===== src/rtl/gb_cpu_regfile.sv =====
// gb_cpu_regfile_pkg / gb_cpu_regfile
//
// Game Boy CPU register file. Three write sources (ALU byte, data-bus byte,
// IDU register pair) plus an SP<-HL copy and latching of the signed-offset
// adjust info. The whole register state is exposed on 'registers', driven
// straight from flops.
//
// Ports:
//   clk            rising-edge clock
//   reset          asynchronous active-low reset, clears all state
//   alu_req        ALU destination byte register
//   alu_data       ALU result byte
//   alu_flags      ALU flags {z,n,h,c}
//   alu_wren       ALU write enable
//   alu_skip_flags keep flags unchanged on an ALU write
//   idu_req        IDU destination register pair
//   idu_data       IDU 16-bit result
//   idu_wren       IDU write enable
//   data_bus_req   data-bus destination byte register
//   data_bus_data  byte read from the bus
//   data_bus_wren  data-bus write enable
//   set_adj        latch adj_sign <= z[7], adj_carry <= alu_flags.c
//   overwrite_sp   copy HL into SP
//   registers      full register state

package gb_cpu_regfile_pkg;

    typedef enum logic [3:0] {
        A, B, C, D, E, H, L, W, Z, IR, IE, SPH, SPL, PCH, PCL
    } regfile_r8_t;

    typedef enum logic [2:0] {
        BC, DE, HL, WZ, SP, PC
    } regfile_r16_t;

    typedef struct packed {
        logic z;
        logic n;
        logic h;
        logic c;
    } alu_flags_t;

    typedef struct packed {
        logic [7:0]  a;
        logic [7:0]  b;
        logic [7:0]  c;
        logic [7:0]  d;
        logic [7:0]  e;
        logic [7:0]  h;
        logic [7:0]  l;
        logic [7:0]  w;
        logic [7:0]  z;
        logic [7:0]  ir;
        logic [7:0]  ie;
        alu_flags_t  flags;
        logic [15:0] sp;
        logic [15:0] pc;
        logic        adj_sign;
        logic        adj_carry;
    } regfile_t;

endpackage

module gb_cpu_regfile
    import gb_cpu_regfile_pkg::*;
(
    input  logic         clk,
    input  logic         reset,
    input  regfile_r8_t  alu_req,
    input  logic [7:0]   alu_data,
    input  alu_flags_t   alu_flags,
    input  logic         alu_wren,
    input  logic         alu_skip_flags,
    input  regfile_r16_t idu_req,
    input  logic [15:0]  idu_data,
    input  logic         idu_wren,
    input  regfile_r8_t  data_bus_req,
    input  logic [7:0]   data_bus_data,
    input  logic         data_bus_wren,
    input  logic         set_adj,
    input  logic         overwrite_sp,
    output regfile_t     registers
);

    regfile_t nxt;

    // Byte write into one register; SP/PC halves touch only their byte.
    function automatic regfile_t write_r8(input regfile_t r, input regfile_r8_t sel,
                                          input logic [7:0] d);
        regfile_t o;
        o = r;
        case (sel)
            A:       o.a        = d;
            B:       o.b        = d;
            C:       o.c        = d;
            D:       o.d        = d;
            E:       o.e        = d;
            H:       o.h        = d;
            L:       o.l        = d;
            W:       o.w        = d;
            Z:       o.z        = d;
            IR:      o.ir       = d;
            IE:      o.ie       = d;
            SPH:     o.sp[15:8] = d;
            SPL:     o.sp[7:0]  = d;
            PCH:     o.pc[15:8] = d;
            PCL:     o.pc[7:0]  = d;
            default: o          = r;
        endcase
        return o;
    endfunction

    // Pair write, high byte of the data goes to the first-named register.
    function automatic regfile_t write_r16(input regfile_t r, input regfile_r16_t sel,
                                           input logic [15:0] d);
        regfile_t o;
        o = r;
        case (sel)
            BC:      begin o.b = d[15:8]; o.c = d[7:0]; end
            DE:      begin o.d = d[15:8]; o.e = d[7:0]; end
            HL:      begin o.h = d[15:8]; o.l = d[7:0]; end
            WZ:      begin o.w = d[15:8]; o.z = d[7:0]; end
            SP:      o.sp = d;
            PC:      o.pc = d;
            default: o    = r;
        endcase
        return o;
    endfunction

    // Sources are applied lowest priority first so that a later, stronger
    // source overrides only the bytes it actually targets.
    always_comb begin
        nxt = registers;
        if (idu_wren)
            nxt = write_r16(nxt, idu_req, idu_data);
        if (data_bus_wren)
            nxt = write_r8(nxt, data_bus_req, data_bus_data);
        if (alu_wren) begin
            nxt = write_r8(nxt, alu_req, alu_data);
            if (!alu_skip_flags)
                nxt.flags = alu_flags;
        end
        // Adjust info and SP copy use the pre-edge register values.
        if (set_adj) begin
            nxt.adj_sign  = registers.z[7];
            nxt.adj_carry = alu_flags.c;
        end
        if (overwrite_sp)
            nxt.sp = {registers.h, registers.l};
    end

    always_ff @(posedge clk or negedge reset) begin
        if (!reset)
            registers <= '0;
        else
            registers <= nxt;
    end

endmodule


===== config.mk =====
export PLATFORM = sky130hd
export DESIGN_NAME = gb_cpu_regfile
export DESIGN_NICKNAME = d
export VERILOG_FILES = /design/src/rtl/gb_cpu_regfile.sv
export SDC_FILE = /design/constraint.sdc
export NUM_CORES = 1
export LEC_CHECK = 0
export ABC_AREA = 0
export CAP_MARGIN = 25
export CELL_PAD_IN_SITES_DETAIL_PLACEMENT = 1
export CELL_PAD_IN_SITES_GLOBAL_PLACEMENT = 2
export CORE_AREA = 5 5 166 168
export DETAILED_ROUTE_END_ITERATION = 8
export DIE_AREA = 0 0 171 173
export PLACE_DENSITY = 0.84
export SYNTH_ARGS = -nofsm -noshare
export SYNTH_HDL_FRONTEND = slang
export SYNTH_SLANG_ARGS = --single-unit

===== constraint.sdc =====
create_clock -name clk -period 0.96 [get_ports clk]
set_input_delay 0.192 -clock clk [delete_from_list [all_inputs] [get_ports clk]]
set_output_delay 0.192 -clock clk [all_outputs]
set_load 0.05 [all_outputs]

After elaboration in Yosys (flattened, before gate mapping):

Cells that the tools add are included.

* mux-type cells: 42
* reduce and logical (&&, ||, !) cells: 3
* equality and inequality tests: 33

Operator list (number)
* 126-bit 2-to-1 mux: 2
* 8-bit 2-to-1 mux: 30
* 118-bit 2-to-1 mux: 1
* 16-bit 2-to-1 mux: 7
* 4-bit equality test (second input constant): 14
* 4-bit by 3-bit equality test with 1-bit output (second input constant): 8
* 4-bit by 2-bit equality test with 1-bit output (second input constant): 4
* 4-bit by 1-bit equality test with 1-bit output (second input constant): 2
* 4-bit logical NOT: 2
* 3-bit by 2-bit equality test with 1-bit output (second input constant): 2
* 3-bit equality test (second input constant): 2
* 4-bit 2-to-1 mux: 1
* 3-bit by 1-bit equality test with 1-bit output (second input constant): 1
* 3-bit logical NOT: 1
* 2-bit 2-to-1 mux: 1

* output and inout port bits: 126
* input bits: 55
* word-level logic and storage cells: 97
* flip-flop bits (word level): 126

Logic depth before layout (Yosys ltp):

* word-level depth: 8
* depth in mapped cells: 7
* depth with buffers taken out: 4

Worst setup path after synthesis:

No wires, ideal clock.

* path kind: input-to-reg
* start: input port idu_req[1]
* end: register registers[115] (netlist bit)
* arrival: 1.346 ns
* stages: 7
* data required time: 0.831 ns
* slack: -0.515 ns
* path through: buf_2 or4b_1 buf_2 buf_6 nand2_1 and3_1 o31ai_2

RTL lines
* start, declared: line 74 `input regfile_r16_t idu_req,`
* end signal, assigned: line 156 `registers <= nxt;`
* end, declared: line 82 `output regfile_t registers`

Final worst setup path:

* start: register registers[78] (netlist bit)
* end: output port registers[78] (netlist bit)

No word-level cell between the ends.

==> flow_summary.toml <==
[grt]
grt_use_met2_pct = 49.3
grt_util_met3_pct = 8.04
grt_antenna_before_repair = 0
grt_use_total_pct = 30.8
grt.met1_usage_pct = 37.6
grt_max_degree = 43
gr-max-usage-layer = "met2"
grt_pass1_vias = 10600
grt_pass1_wl_microns = 68300
grt_overflow_total = 0

[final_layout]
final_cell_mix = "buf_12 (199), nand2_1 (180), buf_6 (117), buf_4 (104), dfrtp_1 (96)"
nets = 1409
area_growth_pct = 135
antennaDiodeCount = 0
drive_above_1_share_pct = 67.0
final_common_cell = "buf_12"
regMostFlops = "registers"
fin_util_pct = 67.7
reg_top3 = "registers: 126 flops"
largest_register_ffs = 126
final_area_sq_um = 17400

[routing]
drtIter0Drc = 1175
drcViolationCount = 0
wl_microns = 57500
first_pass_iters = 8
final_antenna_net_count = 0
via_per_inst = 6.19
wire_per_inst_microns = 33.8
dr_total_vias = 10500

[power_and_ir_drop]
p_leak_nw = 7.51
ir_drop_v = 0.00189
power_mw = 36.2
p_per_area_nw_per_um2 = 2070

[placement]
hpwl_microns = 26100
io_buffers = 180
gp_congestion = 0.863
dp_slack_ns = -1.08
place_area_sq_um = 12900

[synthesis]
syn-num-nets = 972
syn_inst = 917
synth_area_sq_um = 7420
ys_warn_count = 0
synth_area_per_cell_sq_um = 8.09
async_flop_share_pct = 100
ys_seq_elements = 126
ys_types = 43
yosysSeqAreaShare_pct = 42.5
synth-main-ff-cell = "dfrtp_1"
synth-edff-count = 0

[critical_path]
cp.required_ns = 0.77
path_class = "flop to primary output"
critPathArrivalTime_ns = 1.19
cp-end-kind = "primary output"
startpoint_type = "flop"
crit_fanout = 2

[timing]
final_max_slew_viol_count = 0
setup_viol = 245
worst_pin_slew_ns = 0.383
fmax_mhz = 724
skew_ns = 0.00946
fin_ws_ns = -0.422
hold_violations = 0
period_needed_ns = 1.38
whs_ns = 0.137
rsz0062_at_grt = "yes"
relSlewSlack_pct = 74.3
finalCritPeriodShare_pct = 144

[clock_network]
cts-root-buf = "clkbuf_16"
worst_skew_pair.late_latency_ns = 0.45
clockBufferDepth = 2
clkSlewWorstSetupHoldPaths_ns = 0.07
cts_tree = "built"
cts.sinks = 126
h-tree-depth = 4
numCtsBuffers = 17

[outcome]
status = "complete, but fails checks"
violations = "setup timing"

[floorplanning]
core_area_sq_um = 25800
io_pins = 181
fp-row-count = 59
fp.dieArea_sq_um = 29600
die_y_microns = 173
fp.dieW_microns = 171
initial_utilization_pct = 28.8

[job]
cap_violations = 0

[hold_path]
min_path_type = "input pin to asynchronous set/reset pin"
-- repair_timing --
action                                 in CTS  in global routing
pin swaps                                 103                149
cloned                                     22                  2
resized for setup                         364                367
endpoints found under the hold margin     126                  0
buffers inserted                           76                 37
setup endpoints to repair                 250                247
hold buffers                                1                  0
-- critical path: stages, from the launching register on --
cell and delay [ns]:
dfrtp_2 0.46, buf_6 0.14, buf_12 0.13
-- cells in the mapped netlist, drive strengths merged, types with 3 or more instances --
| master | number | area (sq um) |
|---|---|---|
| mux2i | 24 | 240 |
| clkbuf | 35 | 138 |
| or3 | 3 | 18.8 |
| buf | 40 | 275 |
| o21ai | 24 | 120 |
| nand2 | 292 | 1100 |
| mux2 | 6 | 67.6 |
| and3 | 98 | 613 |
| a22oi | 16 | 120 |
| nand4bb | 3 | 33.8 |
| o31ai | 89 | 723 |
| nor2 | 113 | 442 |
| nand2b | 4 | 30.0 |
| nor3 | 3 | 31.3 |
| and4bb | 3 | 37.5 |
| nor2b | 3 | 18.8 |
| a21oi | 16 | 80.1 |
| dfrtp | 126 | 3150 |
-- power by group --
group / total (mW) / internal (mW) / switching (mW)
clock: 7.55 / 4.58 / 2.97
sequential: 8.28 / 6.61 / 1.66
combinational: 20.3 / 10.5 / 9.85
total: 36.2 / 21.7 / 14.5
-- per-stage QoR --
step	cells	setup TNS (ns)
floorplan	917	-33.65
global placement	1551	-110.11
detailed placement	1551	-116.63
CTS	1675	-43.99
global route	1702	-60.38
finish	1702	-56.67
-- per-layer routing --
layer  vias up  share of wire [%]
li1       4042                  -
met1      5265                 36
met2       853                 47
met3       370                9.1
met4         0                8.7
met5         -                  0
-- cell type report --
class                   instances  area [sq um]
fillers                      2428          8330
well taps                     335           419
clock inverters                12           183
repair buffers                490          7060
inverters                       1          3.75
flip-flops and latches        126          3190
multi-input cells             718          6110
clock buffers                  20           467
-- final timing paths --
| check | startpoint | end | slack (ns) | depth (start not counted) |
|---|---|---|---|---|
| worst max-delay path | registers[78] | registers[78] | -0.42 | 2 |
| worst min-delay path | reset | registers[115] | 0.14 | 2 |
| worst max register to register | registers[85] | registers[85] | -0.36 | 5 |
| worst min register to register | registers[0] | registers[0] | 0.56 | 1 |
| max in group asynchronous | reset | registers[56] | 0.27 | 3 |
| min in group clk | data_bus_req[1] | registers[112] | 0.35 | 4 |
-- logic make-up after synthesis --
kind of cell,Yosys count,synth area share [%]
compound gates,146,14.2
buf+inv,76,5.61
mux,30,4.15
simple gates,539,33.6
flops,126,42.5
Power figures use the tool's default switching activity.
